<file path="src/rtl/arcade_input_merge.sv">
// Input front-end for arcade cores: merges keyboard (runtime keymap), USB and
// UserIO joysticks per player, with SOCD cleaning, autofire and coin stretch.
module arcade_input_merge #(
  parameter int PLAYERS    = 2,
  parameter int BTNS       = 8,
  parameter int COIN_BIT   = 7,
  parameter int AF_DIV     = 1500000,
  parameter int COIN_PULSE = 3000000
) (
  input  logic                               clk_sys,
  input  logic                               reset,
  input  logic [10:0]                        ps2_key,
  input  logic                               map_wr,
  input  logic [$clog2(PLAYERS*BTNS)-1:0]    map_idx,
  input  logic [8:0]                         map_code,
  input  logic [PLAYERS*BTNS-1:0]            joy_usb,
  input  logic [PLAYERS*BTNS-1:0]            joy_db,
  input  logic [PLAYERS-1:0]                 db_ena,
  input  logic                               socd_en,
  input  logic [PLAYERS*BTNS-1:0]            af_mask,
  output logic [PLAYERS*BTNS-1:0]            btn_out,
  output logic [PLAYERS-1:0]                 coin_out
);

  localparam int N   = PLAYERS * BTNS;
  localparam int IW  = $clog2(N);
  localparam int AFW = $clog2(AF_DIV);
  localparam int CW  = $clog2(COIN_PULSE + 1);
  localparam logic [AFW-1:0] AF_LAST   = AFW'(AF_DIV - 1);
  localparam logic [CW-1:0]  COIN_LOAD = CW'(COIN_PULSE);

  logic [8:0]     r_map [N];
  logic [N-1:0]   r_key;
  logic           r_old_toggle;
  logic [AFW-1:0] r_af_cnt;
  logic           r_af_phase;
  logic [N-1:0]   r_btn;
  logic [CW-1:0]  r_coin_cnt [PLAYERS];
  logic [PLAYERS-1:0] r_coin_prev;

  logic           w_evt;
  logic [N-1:0]   w_btn;

  assign w_evt   = (ps2_key[10] != r_old_toggle);
  assign btn_out = r_btn;

  // Keymap and key state. The map write is placed after the event update so
  // that its clear overrides a simultaneous event on the same entry, while the
  // event still compares against the pre-write table contents.
  always_ff @(posedge clk_sys) begin
    if (reset) begin
      for (int unsigned i = 0; i < N; i++) r_map[i] <= '0;
      r_key        <= '0;
      r_old_toggle <= ps2_key[10];
    end else begin
      r_old_toggle <= ps2_key[10];
      for (int unsigned i = 0; i < N; i++) begin
        if (w_evt && (r_map[i] != '0) && (r_map[i] == ps2_key[8:0]))
          r_key[i] <= ps2_key[9];
        if (map_wr && (map_idx == IW'(i))) begin
          r_map[i] <= map_code;
          r_key[i] <= 1'b0;
        end
      end
    end
  end

  always_ff @(posedge clk_sys) begin
    if (reset) begin
      r_af_cnt   <= '0;
      r_af_phase <= 1'b1;
    end else if (r_af_cnt == AF_LAST) begin
      r_af_cnt   <= '0;
      r_af_phase <= ~r_af_phase;
    end else begin
      r_af_cnt <= r_af_cnt + AFW'(1);
    end
  end

  always_comb begin
    w_btn = '0;
    for (int unsigned p = 0; p < PLAYERS; p++) begin
      w_btn[p*BTNS +: BTNS] = r_key[p*BTNS +: BTNS] |
                              (db_ena[p] ? joy_db[p*BTNS +: BTNS] : joy_usb[p*BTNS +: BTNS]);
      if (socd_en && w_btn[p*BTNS + 3] && w_btn[p*BTNS + 2]) begin
        w_btn[p*BTNS + 3] = 1'b0;
        w_btn[p*BTNS + 2] = 1'b0;
      end
      if (socd_en && w_btn[p*BTNS + 1] && w_btn[p*BTNS + 0]) begin
        w_btn[p*BTNS + 1] = 1'b0;
        w_btn[p*BTNS + 0] = 1'b0;
      end
    end
    w_btn = w_btn & ~(af_mask & {N{~r_af_phase}});
  end

  always_ff @(posedge clk_sys) begin
    if (reset) r_btn <= '0;
    else       r_btn <= w_btn;
  end

  // Coin stretch: a rising edge only loads an idle counter, so pulses during
  // an active stretch never extend it.
  always_ff @(posedge clk_sys) begin
    if (reset) begin
      for (int unsigned p = 0; p < PLAYERS; p++) r_coin_cnt[p] <= '0;
      r_coin_prev <= '0;
    end else begin
      for (int unsigned p = 0; p < PLAYERS; p++) begin
        r_coin_prev[p] <= r_btn[p*BTNS + COIN_BIT];
        if (r_coin_cnt[p] != '0)
          r_coin_cnt[p] <= r_coin_cnt[p] - CW'(1);
        else if (r_btn[p*BTNS + COIN_BIT] && !r_coin_prev[p])
          r_coin_cnt[p] <= COIN_LOAD;
      end
    end
  end

  always_comb begin
    coin_out = '0;
    for (int unsigned p = 0; p < PLAYERS; p++) coin_out[p] = (r_coin_cnt[p] != '0);
  end

endmodule

</file>
<file path="config.mk">
export PLATFORM = sky130hd
export DESIGN_NAME = arcade_input_merge
export DESIGN_NICKNAME = d
export VERILOG_FILES = /design/src/rtl/arcade_input_merge.sv
export SDC_FILE = /design/constraint.sdc
export NUM_CORES = 1
export LEC_CHECK = 0
export BUFFER_PORTS_ARGS = -buffer_cell sky130_fd_sc_hd__buf_2
export CAP_MARGIN = 20
export CORE_MARGIN = 2
export CORE_UTILIZATION = 39
export CTS_CLUSTER_DIAMETER = 80
export DETAILED_ROUTE_END_ITERATION = 16
export PLACE_DENSITY = 0.6
export SETUP_SLACK_MARGIN = 0.5
export SYNTH_ARGS = -nofsm -noshare
export SYNTH_HDL_FRONTEND = slang
export SYNTH_SLANG_ARGS = --single-unit
</file>
<file path="constraint.sdc">
create_clock -name clk_sys -period 3.65 [get_ports clk_sys]
set_input_delay 0.1825 -clock clk_sys [delete_from_list [all_inputs] [get_ports clk_sys]]
set_output_delay 0.1825 -clock clk_sys [all_outputs]
set_load 0.01 [all_outputs]
</file>
==> impl_metrics.py, run 1 <==
metrics = {
    "synth": {
        "yosys_most_used_dff": "sky130_fd_sc_hd__edfxtp_1",
        "simple_gate_share_of_the_synthesized_area_pct": 20.73,
        "synthesis.area_um2": 11780,
        "postSynthNetCount": 1172,
        "netlist.area_leader.share_pct": 42.31,
        "synth.area.mux_share_pct": 1.359,
        "synth_cells": 1091,
        "synth_async_sr_flop_share_pct": 0,
        "synthesis_stage_register_bit_count": 245,
        "post_synth_main_area_contributors": "sky130_fd_sc_hd__edfxtp_1, sky130_fd_sc_hd__dfxtp_1, sky130_fd_sc_hd__xor2_1, sky130_fd_sc_hd__nor2_1, sky130_fd_sc_hd__nor4_1",
        "post_synth_fa_ha_maj_area_fraction_pct": 0.3186,
        "post_synth.cell_area_avg_um2": 10.80,
        "synth-edff-count": 166,
        "ys.warnings.count": 0,
        "synth_top_area_cell": "sky130_fd_sc_hd__edfxtp_1",
        "synth-compound-area-share_pct": 4.694,
        "yosysSeqAreaShare_pct": 55.73,
        "synth_xor_xnor_area_share_pct": 14.72,
        "yosysUniqueCellTypes": 55,
        "synth_top_family_by_area": "simple AND/OR/NAND/NOR gates",
    },
    "status": {
        "status": "complete, no violations",
    },
    "place": {
        "dp.final_hpwl_mm": 19.35,
        "place_congestion": 0.8265,
        "placed_area_um2": 12630,
        "numPortBuffers": 95,
    },
    "layout": {
        "final_nets": 1283,
        "fin_util_pct": 46.44,
        "top_library_cells_by_usage_in_the_layout_fill_and_taps_aside": "sky130_fd_sc_hd__nor2_1, sky130_fd_sc_hd__xor2_1, sky130_fd_sc_hd__edfxtp_1",
        "post_route_cells_drive_above_1_share_pct": 13.89,
        "layout_commonest_cell": "sky130_fd_sc_hd__nor2_1",
        "n_fill_cell": 2726,
        "final_cell_area_um2": 13800,
        "antenna_cells": 0,
        "sequential_cell_area_um2": 6566,
        "area.growth.synth_to_final_pct": 17.14,
        "multiInputGateArea_um2": 4935,
    },
    "route": {
        "initialDrtViolationCount": 577,
        "topRoutingLayerUsed": "met4",
        "route.detailed.wl_per_inst_um": 18.48,
        "avgViaCountPerCell": 5.201,
        "postRouteWirelength_mm": 29.82,
        "route.vias.total": 8394,
        "ant_nets": 0,
        "dr_wl_met2_mm": 13.85,
        "detail_route.drc_violations": 0,
        "wl_met1_mm": 13.95,
        "drt_pass1_iterations": 5,
        "met3_routed_length_mm": 1.539,
    },
    "sta": {
        "worst-slew-pin-transition_ps": 893.0,
        "setup_viol_count_final": 0,
        "minimum_period_implied_by_the_final_worst_setup_slack_ps": 2923,
        "fmax_mhz": 342.1,
        "finalHoldViolCount": 0,
        "slew_headroom_pct": 40.47,
        "rsz0062_at_grt": "false",
        "timing.final.max_slew_violations": 0,
        "skew_ps": 8.813,
        "fin_setup_tns_ps": 0,
        "period_share_pct": 80.08,
    },
    "power": {
        "ir_worst_vdd_mv": 0.3747,
        "p_leak_nw": 5.243,
        "powerDensity_nw_per_um2": 599.0,
        "finalPower_mw": 8.267,
    },
    "grt": {
        "grt_util_all_layers_pct": 19.09,
        "grt_pass1_wl_mm": 46.06,
        "globalRouteOverflowTotal": 0,
        "grt_pass1_vias": 8216,
        "grt_max_degree": 24,
        "antenna_found_initial": 0,
    },
    "setup_path": {
        "crit_type": "flip-flop to flip-flop",
        "worstPathMaxFanout": 22,
        "cp_endpoint_kind": "flip-flop",
        "kind_of_start_point_of_the_critical_path": "flip-flop",
        "arrival_time_of_the_worst_setup_path_ps": 3060,
        "crit_required_ps": 3790,
    },
    "die": {
        "fp.coreArea_um2": 29720,
        "rows": 63,
        "ioPinCount": 96,
        "floorplan.die.height_um": 177.8,
        "floorplan.die.width_um": 177.8,
        "initial_utilization_pct": 39.65,
        "die_area_um2": 31620,
    },
    "cts": {
        "cts.path.max_buffers": 3,
        "clk_latency_ps": 530,
        "post_cts_setup_repair_buffer_count": 0,
        "cts.htree.levels": 1,
        "clk_pin_slew_worst_paths_ps": 60,
        "root_buffer_cell": "sky130_fd_sc_hd__clkbuf_16",
        "cts_tree": "built",
        "total_clock_buffers_created_by_cts": 28,
        "number_of_sinks_handled_by_clock_tree_synthesis": 245,
    },
    "job": {
        "maxCapViolations": 0,
    },
    "hold_path": {
        "holdCritPathClass": "input port to flip-flop",
    },
}
-- registers in the layout, indices dropped and copies added, names as in the netlist --
register      cells
r_key            16
r_map           144
btn_out          16
r_old_toggle      1
r_coin_prev       2
r_coin_cnt       44
r_af_cnt         21
r_af_phase        1
-- worst max-delay path, cell delays in order (launching register included) --
cell and delay (ps):
sky130_fd_sc_hd__edfxtp_1 420, sky130_fd_sc_hd__nor3_1 480, sky130_fd_sc_hd__nand4_1 360, sky130_fd_sc_hd__or3b_4 520, sky130_fd_sc_hd__or3_1 740
-- what timing repair did --
| item | 4_1_cts | 5_1_grt |
|---|---|---|
| hold endpoints to repair | 16 | 0 |
| resized for setup | 0 | 0 |
| setup endpoints to repair | 0 | 0 |
| hold buffers | 24 | 0 |
-- final timing paths --
path         slack, ps  depth (start not counted)             start                end
max reg2reg        730                          4  r_coin_cnt[0][6]  r_coin_cnt[0][14]
min reg2reg        460                          1       r_af_cnt[0]        r_af_cnt[0]
min                 10                          3        af_mask[8]         btn_out[8]
max                730                          4  r_coin_cnt[0][6]  r_coin_cnt[0][14]
-- area by class of cell --
cell class,instances,area share [%]
multi-input cells,775,35.75
clock buffers,46,6.309
inverters,21,0.5711
clock inverters,6,0.4170
repair buffers,131,5.838
well taps,390,3.535
flip-flops and latches,245,47.57
-- Yosys cell counts, drive strengths merged (2+ instances only) --
library cell  count
or4               6
o211ai            4
a2111oi           4
or3               9
a211o             4
edfxtp          166
o221ai            3
a211oi           17
nand2b            6
o31a              4
nand2            50
o2111a            4
o2111ai           3
buf              18
inv              21
nand4            32
nor4b             3
clkbuf           32
nand3            23
nand3b            2
a21oi             6
nor3             41
mux2i            16
ha                3
and3              4
nor2            207
dfxtp            79
nor2b            34
xor2            168
nor4             62
o21ai            17
xnor2            30
or2               3
o31ai             2
-- power breakdown --
part / leakage [nW] / switching [mW] / internal, mW
combinational: 2.49 / 1.18 / 0.789
clock: 0.456 / 1.07 / 1.69
sequential: 2.29 / 0.251 / 3.29
total: 5.24 / 2.49 / 5.77
-- per-stage QoR --
stage	instances	hold slack, ps	setup WS (ps)
6_report	1614	14.11	727.1
5_1_grt	1614	12.13	579.4
4_1_cts	1614	2.404	719.1
3_5_place_dp	1538	332.7	723.3
3_3_place_gp	1538	330.3	824.1
2_1_floorplan	1091	210.2	1049
-- layer usage --
layer  GRT usage, %  vias to the layer above
li1               -                     4091
met1          27.07                     4086
met3          2.999                       35
met5              0                        -
met4          3.893                        0
met2          30.94                      182
-- logic make-up after synthesis --
| family | after synthesis |
|---|---|
| AO/OA/AOI/OAI | 71 |
| buffers and inverters | 71 |
| XOR/XNOR | 198 |
| AND/OR/NAND/NOR | 487 |
| flip-flops | 245 |
| multiplexers | 16 |
| adder cells (fa/ha/maj) | 3 |
(Power assumes the default switching activity.)
==> run 2, diff against run 1 <==
- PLACE_DENSITY: 0.6 -> 0.62
- clock period: 3.65 -> 2.3 ns (I/O delays scaled with it)
==> run 2 against run 1 <==
Net effect:
- combinational power is 130% higher
- register-to-register slack worse by 800 ps
- design area is 7.5% higher
- non-clock buffer count is 86 higher
- count of clock-buffer cells in the layout is 11 lower
- sequential cell count stayed put
- cell count is 5.1% higher
- wire length is 5.1% higher
- the run now ends with negative setup slack left
- critical path depth is 3 higher
- via count is 4.8% higher
==> impl_metrics.py, run 2 (same netlist as run 1, synthesis figures left out) <==
metrics = {
    "layout": {
        "final_nets": 1368,
        "flip_flop_count_of_the_largest_register_all_copies_and_words_added": 144,
        "largestRegisters": "r_map: 144 flops, r_coin_cnt: 44 flops, r_af_cnt: 21 flops",
        "layout_commonest_cell": "sky130_fd_sc_hd__nor2_1",
        "top_library_cells_by_usage_in_the_layout_fill_and_taps_aside": "sky130_fd_sc_hd__nor2_1, sky130_fd_sc_hd__xor2_1, sky130_fd_sc_hd__edfxtp_1",
        "stdcell_count": 1697,
        "regMostFlops": "r_map",
        "fin_util_pct": 49.93,
        "area.growth.synth_to_final_pct": 25.92,
        "final_cell_area_um2": 14840,
        "post_route_cells_drive_above_1_share_pct": 23.64,
        "antenna_cells": 0,
    },
    "hold_path": {
        "min_delay_path_depth": 3,
        "worst_hold_startpoint": "joy_db[6]",
        "holdCritPathClass": "input port to flip-flop",
        "hold_end": "btn_out[6]",
    },
    "sta": {
        "fmax_mhz": 420.8,
        "minimum_period_implied_by_the_final_worst_setup_slack_ps": 2376,
        "finalHoldViolCount": 0,
        "timing.final.max_slew_violations": 0,
        "whs_ps": 34.98,
        "fin_setup_tns_ps": -1454,
        "rsz0062_at_grt": "true",
        "skew_ps": 11.58,
        "setup_ws_ps": -76.30,
        "slew_headroom_pct": 51.47,
        "period_share_pct": 103.3,
        "setup_viol_count_final": 39,
        "worst-slew-pin-transition_ps": 726.5,
    },
    "grt": {
        "grt_most_used_layer": "met2",
        "grt_pass1_vias": 8759,
        "globalRouteMet2Util_pct": 33.61,
        "grtUsageMet3_pct": 2.806,
        "globalRouteOverflowTotal": 0,
        "grt_pass1_wl_mm": 47.96,
        "grt_max_degree": 26,
        "grt_util_all_layers_pct": 19.71,
        "antenna_found_initial": 0,
        "global_route_met1_utilization_pct": 26.60,
    },
    "cts": {
        "cts.path.max_buffers": 3,
        "clk_latency_ps": 530,
        "number_of_sinks_handled_by_clock_tree_synthesis": 245,
        "cts_tree": "built",
        "cts.htree.levels": 1,
        "clk_pin_slew_worst_paths_ps": 60,
        "total_clock_buffers_created_by_cts": 26,
        "root_buffer_cell": "sky130_fd_sc_hd__clkbuf_16",
    },
    "place": {
        "number_of_placed_instances_with_taps_included": 1598,
        "placed_area_um2": 13170,
        "dp.final_hpwl_mm": 20.95,
        "pre_cts_slack_ps": -62.95,
        "place_congestion": 0.8217,
        "numPortBuffers": 95,
    },
    "setup_path": {
        "crit_required_ps": 2580,
        "reg2reg_from": "r_coin_cnt[0][17]",
        "r2r.worst_path.cells": 7,
        "kind_of_start_point_of_the_critical_path": "flip-flop",
        "crit_type": "flip-flop to flip-flop",
        "worstPathMaxFanout": 5,
        "rr_endpoint": "r_coin_cnt[0][8]",
        "worst-r2r-setup-slack_ps": -80,
        "arrival_time_of_the_worst_setup_path_ps": 2660,
        "cp_endpoint_kind": "flip-flop",
    },
    "die": {
        "die_area_um2": 31620,
        "fp.coreArea_um2": 29720,
        "ioPinCount": 96,
        "rows": 63,
        "floorplan.die.width_um": 177.8,
        "initial_utilization_pct": 39.65,
        "floorplan.die.height_um": 177.8,
    },
    "route": {
        "postRouteWirelength_mm": 31.33,
        "ant_nets": 0,
        "detail_route.drc_violations": 0,
        "drt_pass1_iterations": 5,
        "initialDrtViolationCount": 560,
        "route.detailed.wl_per_inst_um": 18.46,
        "avgViaCountPerCell": 5.183,
        "route.vias.total": 8796,
    },
    "power": {
        "p_leak_nw": 5.686,
        "finalPower_mw": 14.59,
        "ir_worst_vdd_mv": 0.5621,
        "powerDensity_nw_per_um2": 983.4,
    },
    "status": {
        "violations": "negative setup slack",
        "status": "complete, but fails checks",
    },
    "job": {
        "maxCapViolations": 0,
    },
}
-- run 2: cell count changes in the layout (fill, tap and decap cells not counted), sizes merged, moves of 4 or more --
cell / previous run / this run
buf: 107 / 188
clkbuf: 46 / 35
dlygate4sd3: 24 / 29
bufinv: 1 / 5
-- run 2: critical path, cell delays in order, from the launching register on --
cell	delay [ps]
sky130_fd_sc_hd__edfxtp_1	390
sky130_fd_sc_hd__or3_4	400
sky130_fd_sc_hd__or3_4	340
sky130_fd_sc_hd__or3b_4	430
sky130_fd_sc_hd__buf_6	140
sky130_fd_sc_hd__o21ai_4	210
sky130_fd_sc_hd__buf_6	160
sky130_fd_sc_hd__nor2_1	50
-- run 2: final cells by class --
type,instances,area (um^2)
Clock buffer,35,715.7
Clock inverter,13,193.9
Fill cell,2715,14880
Inverter,21,78.83
Multi-Input combinational cell,776,5225
Sequential cell,245,6590
Tap cell,390,488.0
Timing Repair Buffer,217,1545
-- run 2: worst max-delay path by stage --
stage / from / to / slack [ps]
6_report: r_coin_cnt[0][17] / r_coin_cnt[0][8] / -80
5_1_grt: r_coin_cnt[0][17] / r_coin_cnt[0][4] / -120
4_1_cts: r_coin_cnt[0][18] / coin_out[0] / -80
3_5_place_dp: r_coin_cnt[0][18] / r_coin_cnt[0][0] / -60
3_3_place_gp: r_coin_cnt[0][18] / r_coin_cnt[0][14] / -40
2_1_floorplan: r_coin_cnt[0][17] / r_coin_cnt[0][0] / -50
-- run 2: report_power, final --
part	total, mW	leakage, nW	internal (mW)	switching (mW)
Clock	4.47	0.447	2.74	1.73
Combinational	4.45	2.94	2.03	2.42
Sequential	5.66	2.30	5.25	0.414
Total	14.6	5.69	10.0	4.56
-- run 2: layer usage --
metal / wire, um / vias to the layer above
met4: 464 / 0
met1: 14310 / 4317
li1: - / 4260
met3: 1487 / 34
met2: 15070 / 185
met5: 0 / -
-- run 2: timing repair --
item                                    CTS  global route
hold buffers                             29             0
endpoints found under the setup margin   82            91
hold endpoints to repair                 18             0
setup buffers                             7            13
gates cloned                              2             0
resized for setup                        44            46
pin swaps                                14            29
==> run 3, diff against run 2 <==
--- a/config.mk
+++ b/config.mk
@@ -12,4 +12,5 @@
 export CTS_CLUSTER_DIAMETER = 80
 export DETAILED_ROUTE_END_ITERATION = 16
+export GPL_TIMING_DRIVEN = 0
 export PLACE_DENSITY = 0.62
 export SETUP_SLACK_MARGIN = 0.5
==> constraint.sdc (replaced) <==
create_clock -name clk_sys -period 2.3 [get_ports clk_sys]
set_input_delay 0.46 -clock clk_sys [delete_from_list [all_inputs] [get_ports clk_sys]]
set_output_delay 0.46 -clock clk_sys [all_outputs]
set_load 0.01 [all_outputs]
==> run 3 against run 2 <==
Net effect:
- register-to-register slack worse by 160 ps
- cell count down 1.6%
- highest routed layer unchanged
- non-clock buffer count down 34
- largest cell class unchanged
- the flow still finishes with violations (negative setup slack)
- sequential power about the same
- clock skew down 1.6 ps
- worst hold slack better by 64 ps
- largest power group unchanged
- wire length up 4.1%
- maximum frequency down 12%
- global-route usage up 0.78 points
==> impl_metrics.py, run 3 (same netlist as run 1, synthesis figures left out) <==
metrics = {
    "layout": {
        "flip_flop_count_of_the_largest_register_all_copies_and_words_added": 144,
        "regMostFlops": "r_map",
        "layout_commonest_cell": "sky130_fd_sc_hd__nor2_1",
        "stdcell_count": 1669,
        "antenna_cells": 0,
        "n_fill_cell": 2660,
        "post_route_cells_drive_above_1_share_pct": 24.08,
        "sequential_cell_area_um2": 6589,
        "area.growth.synth_to_final_pct": 24.15,
        "multiInputGateArea_um2": 5328,
        "final_cell_area_um2": 14630,
        "largestRegisters": "r_map: 144 flops, r_coin_cnt: 44 flops, r_af_cnt: 21 flops",
        "fin_util_pct": 49.22,
        "top_library_cells_by_usage_in_the_layout_fill_and_taps_aside": "sky130_fd_sc_hd__nor2_1, sky130_fd_sc_hd__xor2_1, sky130_fd_sc_hd__edfxtp_1",
        "final_nets": 1338,
    },
    "place": {
        "number_of_placed_instances_with_taps_included": 1565,
        "placed_area_um2": 12780,
        "dp.final_hpwl_mm": 21.19,
        "pre_cts_slack_ps": -446.2,
        "place_congestion": 0.8216,
        "numPortBuffers": 84,
    },
    "setup_path": {
        "path_buf_inv": 1,
        "timing.critical_path.from": "r_coin_cnt[0][18]",
        "cell_type_group_with_the_largest_total_delay_on_the_critical_path": "simple AND/OR/NAND/NOR gates",
        "reg2reg_from": "r_coin_cnt[0][18]",
        "timing.critical_path.to": "coin_out[0]",
        "critical_path.most_common_cell": "sky130_fd_sc_hd__or3_4",
        "crit_required_ps": 1840,
        "worstPathCellList": "or3_4, or3_4, or3b_4, buf_6",
        "cp_endpoint_kind": "output pin",
        "r2r.worst_path.cells": 8,
        "timing.critical_path.slowest_cell_delay_ps": 410,
        "cp_slowest_cell": "sky130_fd_sc_hd__edfxtp_1",
        "worstSetupPathDepth": 4,
        "worst-r2r-setup-slack_ps": -240,
        "worstPathMaxFanout": 2,
        "arrival_time_of_the_worst_setup_path_ps": 2230,
        "kind_of_start_point_of_the_critical_path": "flip-flop",
        "rr_endpoint": "r_coin_cnt[0][16]",
        "crit_type": "flip-flop to output pin",
    },
    "grt": {
        "grt_max_degree": 14,
        "antenna_found_initial": 0,
        "grt_pass1_vias": 8614,
        "globalRouteOverflowTotal": 0,
        "grt_pass1_wl_mm": 49.16,
        "grt_util_all_layers_pct": 20.49,
    },
    "die": {
        "floorplan.die.height_um": 177.8,
        "ioPinCount": 96,
        "fp.coreArea_um2": 29720,
        "rows": 63,
        "floorplan.die.width_um": 177.8,
        "initial_utilization_pct": 39.65,
        "die_area_um2": 31620,
    },
    "route": {
        "route.vias.total": 8858,
        "postRouteWirelength_mm": 32.62,
        "route.detailed.wl_per_inst_um": 19.54,
        "drt_pass1_iterations": 5,
        "ant_nets": 0,
        "detail_route.drc_violations": 0,
        "initialDrtViolationCount": 699,
        "avgViaCountPerCell": 5.307,
    },
    "sta": {
        "worst-slew-pin-transition_ps": 1042,
        "rsz0062_at_grt": "true",
        "timing.final.max_slew_violations": 0,
        "skew_ps": 10.01,
        "setup_viol_count_final": 46,
        "fin_setup_tns_ps": -9611,
        "setup_ws_ps": -386.2,
        "period_share_pct": 116.8,
        "fmax_mhz": 372.3,
        "whs_ps": 99.22,
        "finalHoldViolCount": 0,
        "slew_headroom_pct": 30.07,
        "minimum_period_implied_by_the_final_worst_setup_slack_ps": 2686,
    },
    "cts": {
        "number_of_sinks_handled_by_clock_tree_synthesis": 245,
        "clk_pin_slew_worst_paths_ps": 60,
        "total_clock_buffers_created_by_cts": 28,
        "cts.htree.levels": 1,
        "cts_tree": "built",
        "cts.path.max_buffers": 3,
        "clk_latency_ps": 540,
        "root_buffer_cell": "sky130_fd_sc_hd__clkbuf_16",
    },
    "hold_path": {
        "holdCritPathClass": "input port to flip-flop",
    },
    "power": {
        "ir_worst_vdd_mv": 0.6610,
        "p_leak_nw": 5.574,
        "finalPower_mw": 15.06,
        "powerDensity_nw_per_um2": 1029,
    },
    "status": {
        "violations": "negative setup slack",
        "status": "complete, but fails checks",
    },
    "job": {
        "maxCapViolations": 0,
    },
}
-- run 3: cell types whose count changed in the layout (fill, tap and decap cells not counted), sizes merged --
cell         before  now
or3              10   12
buf             188  152
clkinv            6    7
dlygate4sd3      29    0
clkbuf           35   69
-- run 3: worst min path at each step --
stage / start / endpoint / slack, ps / cells past startpoint
after floorplan: r_af_cnt[0] / r_af_cnt[0] / 430 / 1
after global placement: r_af_cnt[0] / r_af_cnt[0] / 450 / 1
after detailed placement: r_af_cnt[0] / r_af_cnt[0] / 450 / 1
after CTS: ps2_key[10] / r_old_toggle / 80 / 1
after global routing: ps2_key[10] / r_old_toggle / 80 / 1
final: ps2_key[10] / r_old_toggle / 100 / 1
-- run 3: final cells by class --
type                            instances  share of cell area (%)
Buffer                                 50                   2.002
Timing Repair Buffer                  133                   5.834
Clock buffer                           38                   5.397
Sequential cell                       245                   45.04
Clock inverter                         14                   1.411
Inverter                               21                  0.5560
Tap cell                              390                   3.336
Multi-Input combinational cell        778                   36.42
-- run 3: metal layers --
metal	global-route usage, %	vias to the layer above	part of all wire (%)
met3	2.956	64	5.3
met4	7.001	0	3.2
met5	0	-	0
met2	33.58	250	47
li1	-	4226	-
met1	27.78	4318	45
-- run 3: worst reg2reg max path, stage by stage (launching register included) --
cell and delay (ps):
sky130_fd_sc_hd__edfxtp_1 410, sky130_fd_sc_hd__or3_4 410, sky130_fd_sc_hd__or3_4 340, sky130_fd_sc_hd__or3b_4 390, sky130_fd_sc_hd__buf_4 150, sky130_fd_sc_hd__buf_6 130
sky130_fd_sc_hd__o31ai_4 270, sky130_fd_sc_hd__buf_6 150, sky130_fd_sc_hd__nor2_1 40
-- run 3: power breakdown --
part	internal (mW)	total, mW	switching [mW]
combinational	2.10	4.59	2.49
clock	2.97	4.78	1.81
sequential	5.24	5.69	0.446
-- run 3: what timing repair did --
action / CTS / global route
cloned: 5 / 1
endpoints found under the setup margin: 251 / 114
buffers inserted: 33 / 13
pin swaps: 29 / 14
hold buffers: 0 / 0
gates resized for setup: 77 / 61
endpoints found under the hold margin: 0 / 0
